`config.mk`:
```
export PLATFORM = sky130hd
export DESIGN_NAME = cpu_alu_mc
export DESIGN_NICKNAME = d
export VERILOG_FILES = /design/src/rtl/cpu_alu_pkg.sv /design/src/rtl/cpu_alu_div.sv /design/src/rtl/cpu_alu_mc.sv
export SDC_FILE = /design/constraint.sdc
export NUM_CORES = 2
export LEC_CHECK = 0
export BUFFER_PORTS_ARGS = -buffer_cell sky130_fd_sc_hd__buf_2
export CAP_MARGIN = 30
export CORE_MARGIN = 2
export CORE_UTILIZATION = 45
export DETAILED_ROUTE_END_ITERATION = 7
export PLACE_DENSITY_LB_ADDON = 0.1
export SETUP_SLACK_MARGIN = 0.15
export SYNTH_ARGS = -nofsm -noshare
export SYNTH_HDL_FRONTEND = slang
export SYNTH_SLANG_ARGS = --single-unit
```
`constraint.sdc`:
```
create_clock -name clk -period 23.9 [get_ports clk]
set_input_delay 4.78 -clock clk [delete_from_list [all_inputs] [get_ports clk]]
set_output_delay 4.78 -clock clk [all_outputs]
set_load 0.02 [all_outputs]
```
`src/rtl/cpu_alu_pkg.sv`:
```
// Shared types for the multi-cycle execute-stage ALU: operation codes,
// FSM states and small operation-class helpers.
package cpu_alu_pkg;

  typedef enum logic [4:0] {
    OP_ADD    = 5'd0,
    OP_SUB    = 5'd1,
    OP_AND    = 5'd2,
    OP_OR     = 5'd3,
    OP_XOR    = 5'd4,
    OP_SLL    = 5'd5,
    OP_SRL    = 5'd6,
    OP_SRA    = 5'd7,
    OP_SLT    = 5'd8,
    OP_SLTU   = 5'd9,
    OP_MUL    = 5'd10,
    OP_MULH   = 5'd11,
    OP_MULHSU = 5'd12,
    OP_MULHU  = 5'd13,
    OP_DIV    = 5'd14,
    OP_DIVU   = 5'd15,
    OP_REM    = 5'd16,
    OP_REMU   = 5'd17
  } alu_op_t;

  typedef enum logic [1:0] {
    IDLE = 2'd0,
    MUL  = 2'd1,
    DIV  = 2'd2,
    DONE = 2'd3
  } state_t;

  function automatic logic is_mul_op(input alu_op_t op);
    return op inside {OP_MUL, OP_MULH, OP_MULHSU, OP_MULHU};
  endfunction

  function automatic logic is_div_op(input alu_op_t op);
    return op inside {OP_DIV, OP_DIVU, OP_REM, OP_REMU};
  endfunction

  function automatic logic is_rem_op(input alu_op_t op);
    return op inside {OP_REM, OP_REMU};
  endfunction

  // Operand a/b is interpreted as two's complement for these ops.
  function automatic logic a_is_signed(input alu_op_t op);
    return op inside {OP_MULH, OP_MULHSU, OP_DIV, OP_REM};
  endfunction

  function automatic logic b_is_signed(input alu_op_t op);
    return op inside {OP_MULH, OP_DIV, OP_REM};
  endfunction

  // Sign of the full product when multiplying operand magnitudes.
  function automatic logic mul_negate(input alu_op_t op, input logic a_sign, input logic b_sign);
    case (op)
      OP_MULH:   return a_sign ^ b_sign;
      OP_MULHSU: return a_sign;
      default:   return 1'b0;
    endcase
  endfunction

endpackage

```
`src/rtl/cpu_alu_div.sv`:
```
// Restoring divider on unsigned magnitudes, one quotient bit per cycle.
// done is high in the cycle whose step completes; quotient/remainder then hold the final values.
module cpu_alu_div
  import cpu_alu_pkg::*;
#(
  parameter int XLEN = 32
) (
  input  logic            clk,
  input  logic            rst_n,
  input  logic            start,
  input  logic            abort,
  input  logic [XLEN-1:0] dividend,
  input  logic [XLEN-1:0] divisor,
  output logic            done,
  output logic [XLEN-1:0] quotient,
  output logic [XLEN-1:0] remainder
);

  localparam int CW = $clog2(XLEN);

  logic            busy_q;
  logic [CW-1:0]   cnt_q;
  logic [XLEN-1:0] quo_q, rem_q, dvs_q;
  logic [XLEN-1:0] quo_nxt, rem_nxt;
  logic [XLEN:0]   partial, diff;

  // The quotient register doubles as the dividend shifter: its MSB feeds the partial remainder.
  always_comb begin
    partial = {rem_q, quo_q[XLEN-1]};
    diff    = partial - {1'b0, dvs_q};
    if (diff[XLEN]) begin
      rem_nxt = partial[XLEN-1:0];
      quo_nxt = {quo_q[XLEN-2:0], 1'b0};
    end else begin
      rem_nxt = diff[XLEN-1:0];
      quo_nxt = {quo_q[XLEN-2:0], 1'b1};
    end
  end

  assign done      = busy_q && (cnt_q == CW'(XLEN - 1));
  assign quotient  = quo_nxt;
  assign remainder = rem_nxt;

  always_ff @(posedge clk or negedge rst_n) begin
    if (!rst_n) begin
      busy_q <= 1'b0;
      cnt_q  <= '0;
      quo_q  <= '0;
      rem_q  <= '0;
      dvs_q  <= '0;
    end else if (abort) begin
      busy_q <= 1'b0;
    end else if (start) begin
      busy_q <= 1'b1;
      cnt_q  <= '0;
      quo_q  <= dividend;
      rem_q  <= '0;
      dvs_q  <= divisor;
    end else if (busy_q) begin
      quo_q <= quo_nxt;
      rem_q <= rem_nxt;
      cnt_q <= cnt_q + CW'(1);
      if (done) busy_q <= 1'b0;
    end
  end

endmodule

```
`src/rtl/cpu_alu_mc.sv`:
```
// Multi-cycle execute-stage ALU: single-cycle base ops, iterative shift-add
// multiply and restoring divide, with valid/ready on both sides.
module cpu_alu_mc
  import cpu_alu_pkg::*;
#(
  parameter int XLEN     = 32,
  parameter int MUL_BITS = 4
) (
  input  logic            clk,
  input  logic            rst_n,
  input  logic            in_valid,
  output logic            in_ready,
  input  logic [XLEN-1:0] operand_a,
  input  logic [XLEN-1:0] operand_b,
  input  logic [4:0]      control,
  input  logic            flush,
  output logic            out_valid,
  input  logic            out_ready,
  output logic [XLEN-1:0] result,
  output logic            zero,
  output logic            less_than,
  output logic            unsigned_less_than
);

  localparam int SHW       = $clog2(XLEN);
  localparam int MUL_STEPS = XLEN / MUL_BITS;
  localparam int CW        = $clog2(MUL_STEPS + 1);
  localparam logic [XLEN-1:0] MOST_NEG = {1'b1, {(XLEN-1){1'b0}}};

  state_t          state_q, state_d;
  alu_op_t         op_in, op_q;
  logic            accept, finalize, load_result;
  logic [XLEN-1:0] a_q, b_q;
  logic [XLEN-1:0] a_mag, b_mag;
  logic [SHW-1:0]  shamt;
  logic            div_by_zero, div_ovf, fast_div, one_cycle;
  logic            lt_in, ltu_in, lt_cap, ltu_cap;
  logic [XLEN-1:0] base_result, fin_result, next_result;
  logic [XLEN-1:0] result_q;
  logic            zero_q, lt_q, ltu_q;
  logic [CW-1:0]   cnt_q;
  logic            mul_last;
  logic [2*XLEN-1:0] mul_acc_q, mul_mcand_q, mul_sum, mul_prod;
  logic [XLEN-1:0] mul_mplier_q;
  logic            mul_neg_q;
  logic            div_start, div_done;
  logic [XLEN-1:0] div_quo, div_rem, div_fixed;

  assign op_in  = alu_op_t'(control);
  assign shamt  = operand_b[SHW-1:0];
  assign lt_in  = $signed(operand_a) < $signed(operand_b);
  assign ltu_in = operand_a < operand_b;
  assign lt_cap  = $signed(a_q) < $signed(b_q);
  assign ltu_cap = a_q < b_q;

  // Both long datapaths work on magnitudes; signs are restored on the final cycle.
  assign a_mag = (a_is_signed(op_in) && operand_a[XLEN-1]) ? -operand_a : operand_a;
  assign b_mag = (b_is_signed(op_in) && operand_b[XLEN-1]) ? -operand_b : operand_b;

  assign div_by_zero = (operand_b == '0);
  assign div_ovf     = (op_in == OP_DIV || op_in == OP_REM) &&
                       (operand_a == MOST_NEG) && (operand_b == '1);
  assign fast_div    = is_div_op(op_in) && (div_by_zero || div_ovf);
  assign one_cycle   = !is_mul_op(op_in) && (!is_div_op(op_in) || fast_div);

  always_comb begin
    base_result = '0;
    case (op_in)
      OP_ADD:  base_result = operand_a + operand_b;
      OP_SUB:  base_result = operand_a - operand_b;
      OP_AND:  base_result = operand_a & operand_b;
      OP_OR:   base_result = operand_a | operand_b;
      OP_XOR:  base_result = operand_a ^ operand_b;
      OP_SLL:  base_result = operand_a << shamt;
      OP_SRL:  base_result = operand_a >> shamt;
      OP_SRA:  base_result = $signed(operand_a) >>> shamt;
      OP_SLT:  base_result = {{(XLEN-1){1'b0}}, lt_in};
      OP_SLTU: base_result = {{(XLEN-1){1'b0}}, ltu_in};
      OP_DIV, OP_DIVU: base_result = div_by_zero ? '1 : operand_a;
      OP_REM, OP_REMU: base_result = div_by_zero ? operand_a : '0;
      default: base_result = '0;
    endcase
  end

  always_comb begin
    mul_sum = mul_acc_q;
    for (int i = 0; i < MUL_BITS; i++) begin
      if (mul_mplier_q[i]) mul_sum = mul_sum + (mul_mcand_q << i);
    end
  end

  assign mul_last = (cnt_q == CW'(MUL_STEPS - 1));
  assign mul_prod = mul_neg_q ? -mul_sum : mul_sum;

  always_comb begin
    if (is_rem_op(op_q))
      div_fixed = (op_q == OP_REM && a_q[XLEN-1]) ? -div_rem : div_rem;
    else
      div_fixed = (op_q == OP_DIV && (a_q[XLEN-1] ^ b_q[XLEN-1])) ? -div_quo : div_quo;
  end

  always_comb begin
    fin_result = '0;
    case (state_q)
      MUL:     fin_result = (op_q == OP_MUL) ? mul_prod[XLEN-1:0] : mul_prod[2*XLEN-1:XLEN];
      DIV:     fin_result = div_fixed;
      default: fin_result = '0;
    endcase
  end

  always_comb begin
    state_d   = state_q;
    in_ready  = 1'b0;
    out_valid = 1'b0;
    accept    = 1'b0;
    div_start = 1'b0;
    case (state_q)
      IDLE: begin
        in_ready = 1'b1;
        if (in_valid && !flush) begin
          accept = 1'b1;
          if (is_mul_op(op_in)) begin
            state_d = MUL;
          end else if (one_cycle) begin
            state_d = DONE;
          end else begin
            state_d   = DIV;
            div_start = 1'b1;
          end
        end
      end
      MUL: begin
        if (flush)         state_d = IDLE;
        else if (mul_last) state_d = DONE;
      end
      DIV: begin
        if (flush)         state_d = IDLE;
        else if (div_done) state_d = DONE;
      end
      DONE: begin
        out_valid = 1'b1;
        if (flush || out_ready) state_d = IDLE;
      end
      default: state_d = IDLE;
    endcase
  end

  assign finalize    = !flush && ((state_q == MUL && mul_last) || (state_q == DIV && div_done));
  assign load_result = (accept && one_cycle) || finalize;
  assign next_result = accept ? base_result : fin_result;

  always_ff @(posedge clk or negedge rst_n) begin
    if (!rst_n) state_q <= IDLE;
    else        state_q <= state_d;
  end

  always_ff @(posedge clk or negedge rst_n) begin
    if (!rst_n) begin
      a_q          <= '0;
      b_q          <= '0;
      op_q         <= OP_ADD;
      cnt_q        <= '0;
      mul_acc_q    <= '0;
      mul_mcand_q  <= '0;
      mul_mplier_q <= '0;
      mul_neg_q    <= 1'b0;
      result_q     <= '0;
      zero_q       <= 1'b1;
      lt_q         <= 1'b0;
      ltu_q        <= 1'b0;
    end else begin
      if (accept) begin
        a_q          <= operand_a;
        b_q          <= operand_b;
        op_q         <= op_in;
        cnt_q        <= '0;
        mul_acc_q    <= '0;
        mul_mcand_q  <= {{XLEN{1'b0}}, a_mag};
        mul_mplier_q <= b_mag;
        mul_neg_q    <= mul_negate(op_in, operand_a[XLEN-1], operand_b[XLEN-1]);
      end else if (state_q == MUL && !flush) begin
        mul_acc_q    <= mul_sum;
        mul_mcand_q  <= mul_mcand_q << MUL_BITS;
        mul_mplier_q <= mul_mplier_q >> MUL_BITS;
        cnt_q        <= cnt_q + CW'(1);
      end
      // Flags are always registered together with the result they describe.
      if (load_result) begin
        result_q <= next_result;
        zero_q   <= (next_result == '0);
        lt_q     <= accept ? lt_in  : lt_cap;
        ltu_q    <= accept ? ltu_in : ltu_cap;
      end
    end
  end

  cpu_alu_div #(.XLEN(XLEN)) u_div (
    .clk       (clk),
    .rst_n     (rst_n),
    .start     (div_start),
    .abort     (flush),
    .dividend  (a_mag),
    .divisor   (b_mag),
    .done      (div_done),
    .quotient  (div_quo),
    .remainder (div_rem)
  );

  assign result             = result_q;
  assign zero               = zero_q;
  assign less_than          = lt_q;
  assign unsigned_less_than = ltu_q;

endmodule

```
# Word level (Yosys, flattened, before mapping)
# Index checks and enable logic that the tools add are counted.
# classes
addsub	14
order_cmp	4
eq_ne	32
n_shift	3
mux	56
bitwise	6
reduce_logical	40
# ops
cell	n
64-bit two-way mux	9
32-bit two-way mux	16
32-bit one-hot mux with 12 select lines	1
64-bit adder	4
32-bit less-than comparator	4
32-bit negation	4
32-bit == test, second input constant	2
32-bit zero test	2
64-bit negation	1
32-bit one-hot mux with 2 select lines	1
5-bit by 4-bit == test with 1-bit output, second input constant	10
33-bit by 32-bit subtractor with 33-bit output	1
32-bit adder	1
32-bit bitwise AND	1
32-bit OR	1
32-bit by 5-bit left shift with 32-bit output	1
32-bit by 5-bit >> shifter with 32-bit output	1
32-bit by 5-bit >>> shifter with 32-bit output	1
32-bit subtractor	1
32-bit bitwise XOR	1
5-bit == test, second input constant	5
5-bit by 3-bit == test with 1-bit output, second input constant	4
1-bit two-way mux	16
1-bit logical AND	15
26 further kinds	52
# totals
reg_bits	373
output_inout_bits	37
elab_cells	173

# Logic depth before layout (Yosys ltp)
# depth
word_depth	14
depth_mapped	49

# Modules after synthesis
# A second synthesis with hierarchy kept.
# unflattened
hier_cells	7771
hier_area_um2	54547.3
# modules_own_cells
mod	n_inst	cells_each	area_each_um2	seq_area_each_um2
cpu_alu_mc	1	6928	47200.3	6782.8
cpu_alu_div	1	843	7347.0	2552.4

# Worst setup path before layout
# No wires, ideal clock.
# synth_path
path_type	reg2reg
startpoint	register mul_mplier_q[0]
endpoint	register zero_q (netlist: zero)
setup_time_ns	0.097
t_arrival_ns	11.414
setup_slack_ns	12.389
path_stages_with_launch	45
n_path_buf	9
period_less_slack_ns	11.511
cell_sequence	dfrtp_1 buf_2 buf_2 buf_1 buf_1 buf_1 buf_1 clkbuf_1 buf_1 mux2_2 ha_1 clkbuf_1 a21oi_1 o21ai_0 a22oi_1 nand3_1 xor2_1 a221oi_1 [... 9 more ...] ha_1 nand4_1 nor4_1 a211oi_1 a221oi_1 nor4bb_1 a211oi_1 nor3_1 a2111oi_1 o2111ai_1 a2111oi_1 nand4b_1 o2111a_1 o32a_1 nor2b_1 and4_1 nand4b_1 o41ai_2
# synth_via
elab_chain_len	13
# synth_lines
element	line_no	text
from (decl)	cpu_alu_mc.sv:44	logic [XLEN-1:0] mul_mplier_q;
from (signal assigned)	cpu_alu_mc.sv:179	mul_mplier_q <= b_mag;
from (signal assigned)	cpu_alu_mc.sv:184	mul_mplier_q <= mul_mplier_q >> MUL_BITS;
64-bit two-way mux *	cpu_alu_mc.sv:88	if (mul_mplier_q[i]) mul_sum = mul_sum + (mul_mcand_q << i);
64-bit adder	cpu_alu_mc.sv:88	
64-bit two-way mux *	cpu_alu_mc.sv:88	
64-bit adder	cpu_alu_mc.sv:88	
64-bit two-way mux *	cpu_alu_mc.sv:88	
64-bit adder	cpu_alu_mc.sv:88	
64-bit two-way mux *	cpu_alu_mc.sv:88	
64-bit negation	cpu_alu_mc.sv:93	assign mul_prod = mul_neg_q ? -mul_sum : mul_sum;
64-bit two-way mux *	cpu_alu_mc.sv:93	
32-bit two-way mux *	cpu_alu_mc.sv:105	MUL: fin_result = (op_q == OP_MUL) ? mul_prod[XLEN-1:0] : mul_prod[2*XLEN-1:XLEN];
32-bit one-hot mux with 2 select lines *	cpu_alu_mc.sv:104	case (state_q)
32-bit two-way mux *	cpu_alu_mc.sv:150	assign next_result = accept ? base_result : fin_result;
32-bit zero test *	cpu_alu_mc.sv:190	zero_q <= (next_result == '0);
to (signal assigned)	cpu_alu_mc.sv:190	
to (decl)	cpu_alu_mc.sv:40	logic zero_q, lt_q, ltu_q;
# Every way passes the cells marked *; elsewhere a longest branch is shown, timed or not.
# A chain may end at the register's enable or synchronous reset.

# Worst setup path in the final report
# layout_path
startpoint	register mul_mcand_q[20]
endpoint	register zero_q (netlist: zero)
# layout_via
elab_chain_len	14
# layout_lines
element	line_no	text
from (decl)	cpu_alu_mc.sv:43	logic [2*XLEN-1:0] mul_acc_q, mul_mcand_q, mul_sum, mul_prod;
from (signal assigned)	cpu_alu_mc.sv:178	mul_mcand_q <= {{XLEN{1'b0}}, a_mag};
from (signal assigned)	cpu_alu_mc.sv:183	mul_mcand_q <= mul_mcand_q << MUL_BITS;
64-bit adder	cpu_alu_mc.sv:88	
64-bit two-way mux	cpu_alu_mc.sv:88	
64-bit adder	cpu_alu_mc.sv:88	
64-bit two-way mux	cpu_alu_mc.sv:88	
64-bit adder	cpu_alu_mc.sv:88	
64-bit two-way mux	cpu_alu_mc.sv:88	
64-bit adder	cpu_alu_mc.sv:88	
64-bit two-way mux *	cpu_alu_mc.sv:88	
64-bit negation	cpu_alu_mc.sv:93	
64-bit two-way mux *	cpu_alu_mc.sv:93	
32-bit two-way mux *	cpu_alu_mc.sv:105	
32-bit one-hot mux with 2 select lines *	cpu_alu_mc.sv:104	
32-bit two-way mux *	cpu_alu_mc.sv:150	
32-bit zero test *	cpu_alu_mc.sv:190	
# Marks and branches as above.

==> results_dict.tcl <==
set metrics [dict create \
    rsz0062_at_grt "no" \
    synth.avg_cell_area_um2 7.00 \
    routabilityCongestion 1.08 \
    viasPerCell 6.99 \
    whs_ns 0.480 \
    timing.fmax_ghz 0.0630 \
    finalClockSkew_ns 0.0473 \
    setup_viol 0 \
    ys_seq_area_frac 0.172 \
    synth_top_area_share 0.171 \
    critical-path-top-delay-family "compound AO/OA/AOI/OAI gates" \
    post_drt_wl_per_cell_um 32.3 \
    slew_viol_final 0 \
    synthTopCellsByArea "dfrtp_1 17%, ha_1 9.7%, nand2_1 7.2%, a21oi_1 7.2%, nor2_1 5.5%" \
    wl_mm 300 \
    tritoncts "yes" \
    hold_class "reg2reg" \
    synth-seq-cells 373 \
    rows 127 \
    grt.total_usage 0.472 \
    dieArea_um2 124000 \
    synth-async-reset-ratio 1.00 \
    firstDrtPassIters 8 \
    synthDistinctLibCells 102 \
    layout-drive-gt1-share 0.0814 \
    drt_iter0_drc 8979 \
    criticalPathCategory "reg2reg" \
    synth_edf_count 0 \
    maxCapViolCount 0 \
    ant_nets 0 \
    fin_area_um2 58500 \
    grt_max_degree 142 \
    cts_num_sinks 373 \
    critPathSlowestCell "a2111oi_1" \
    slew_headroom 0.173 \
    cp.arrival_ns 16.46 \
    hpwl_mm 233 \
    start_util 0.454 \
    pre_cts_ws_ns 8.64 \
    io_pins 111 \
    ctsHoldBuffers 0 \
    remaining_drc_errors 5 \
    setup_tns_ns 0 \
    synthFlopType "dfrtp_1" \
    post_cts_buffers 0 \
    synth_fp_nets 8264 \
    die-height_um 352 \
    path_buf_inv 1 \
    synthTopCellsByCount "1046 x nand2_1, 792 x nor2_1, 783 x a21oi_1, 560 x o21ai_0, 436 x clkbuf_1" \
    layout_setup_ws_ns 8.02 \
    dpl_cell_area_um2 56400 \
    cts_buffers 51 \
    yosysMostFrequentCell "nand2_1" \
    status "finished, violations left" \
    period_share 0.665 \
    gr-total-overflow 0 \
    area.growth.synth_to_final_pct 7.70 \
    yosysWarnings 0 \
    antenna_found_initial 25 \
    tightestPinTransition_ns 1.24 \
    slowest_delay_ns 0.90 \
    final_hold_viol_count 0 \
    synth_area_leader_cell "dfrtp_1" \
    cts_htree_levels 2 \
    cp.required_ns 24.48 \
    clkTransAtPathRegs_ns 0.07 \
    endpoint_kind "flop" \
    nets 8102 \
    grt_pass1_vias 60219 \
    grt_pass1_wl_mm 426 \
    via_count 64783 \
    io_buffers 110 \
    clock_path_buffers 3 \
    violations "DRC" \
    fin_crit_ns 15.88 \
    netlist_instances 7762 \
    clock_latency_ns 0.71 \
    syn_area_um2 54400 \
    coreArea_um2 120000 \
    die_w_um 352 \
    cts_resized 0 \
    ctsRootBufferMaster "clkbuf_16" \
    startpoint_type "flop" \
    crit_fanout 13 \
]
==> logic make-up after synthesis <==
logic type,after synthesis,synth area share
buf+inv,773,0.0537
xor+xnor,323,0.0520
simple gates,2932,0.252
flops,373,0.172
fa+ha+maj,428,0.0995
mux,218,0.0454
compound gates,2715,0.326
==> worst paths after layout <==
check,startpoint,to,slack [ns],cells after the start
max,mul_mcand_q[20]$_DFFE_PN0P_,zero$_DFFE_PN1P_,8.02,41
min,a_q[0]$_DFFE_PN0P_,a_q[0]$_DFFE_PN0P_,0.48,2
max reg2reg,mul_mcand_q[20]$_DFFE_PN0P_,zero$_DFFE_PN1P_,8.02,41
min reg2reg,a_q[0]$_DFFE_PN0P_,a_q[0]$_DFFE_PN0P_,0.48,2
max in group asynchronous,rst_n,mul_mcand_q[56]$_DFFE_PN0P_,17.34,3
min in group asynchronous,rst_n,mul_mplier_q[17]$_DFFE_PN0P_,4.12,1
==> area by class of cell <==
type                       instances  area (µm²)
inverter                         259         972
clock buffer                      60        1360
timing repair buffer             299        1990
antenna                           16        40.0
tap                             1612        2020
fill                           12333       61300
multi-input combinational       6616       42300
sequential                       373        9350
clock inverter                    36         549
==> placed cells by master (no fill, tap or decap), types with 55 or more instances in the layout <==
| master | n |
|---|---|
| nand2_1 | 1045 |
| nor2_1 | 784 |
| a21oi_1 | 783 |
| o21ai_0 | 558 |
| ha_1 | 421 |
| dfrtp_1 | 367 |
| inv_1 | 252 |
| xnor2_1 | 201 |
| nand4_1 | 174 |
| buf_4 | 172 |
| nor3_1 | 171 |
| nand3_1 | 152 |
| a211oi_1 | 148 |
| a21o_1 | 128 |
| xor2_1 | 122 |
| buf_2 | 116 |
| o31ai_1 | 113 |
| a31oi_1 | 111 |
| mux2i_1 | 108 |
| o211ai_1 | 96 |
| mux2_2 | 96 |
| o21a_1 | 95 |
| and3_1 | 91 |
| nand2b_1 | 75 |
| or3_1 | 67 |
| nor4_1 | 63 |
| a221o_1 | 55 |
==> sequential cells by signal, indices dropped and copies added (netlist names), 2 cells and up <==
signal and count:
u_div.cnt_q 5, mul_mplier_q 32, mul_mcand_q 64, cnt_q 4
u_div.quo_q 32, u_div.rem_q 32, mul_acc_q 64, state_q 2
a_q 32, u_div.dvs_q 32, op_q 5, result 32
b_q 32
==> worst reg2reg max path, delay by kind of cell (launching register included) <==
family / cells / cell delay [ns]
AO/OA/AOI/OAI: 19 / 8.67
AND/OR/NAND/NOR: 13 / 3.36
adder cells (fa/ha/maj): 4 / 1.88
XOR/XNOR: 3 / 0.74
flip-flops: 1 / 0.71
multiplexers: 1 / 0.31
buffers and inverters: 1 / 0.14
==> layer usage <==
metal	vias to the layer above	wire (µm)	global-route usage
li1	28579	-	-
met3	1227	32600	0.126
met2	4217	128000	0.719
met5	-	126	0
met1	30738	107000	0.545
met4	22	32000	0.415
==> metrics by stage <==
stage,std cells,util
floorplan,7762,-
finish,9271,0.489
CTS,9238,0.487
global route,9259,0.488
detailed placement,9142,0.471
global placement,9126,0.470
Power is left out: the tool's default activity adds up to more than one toggle a clock period on the data nets, which glitch-free logic cannot reach.
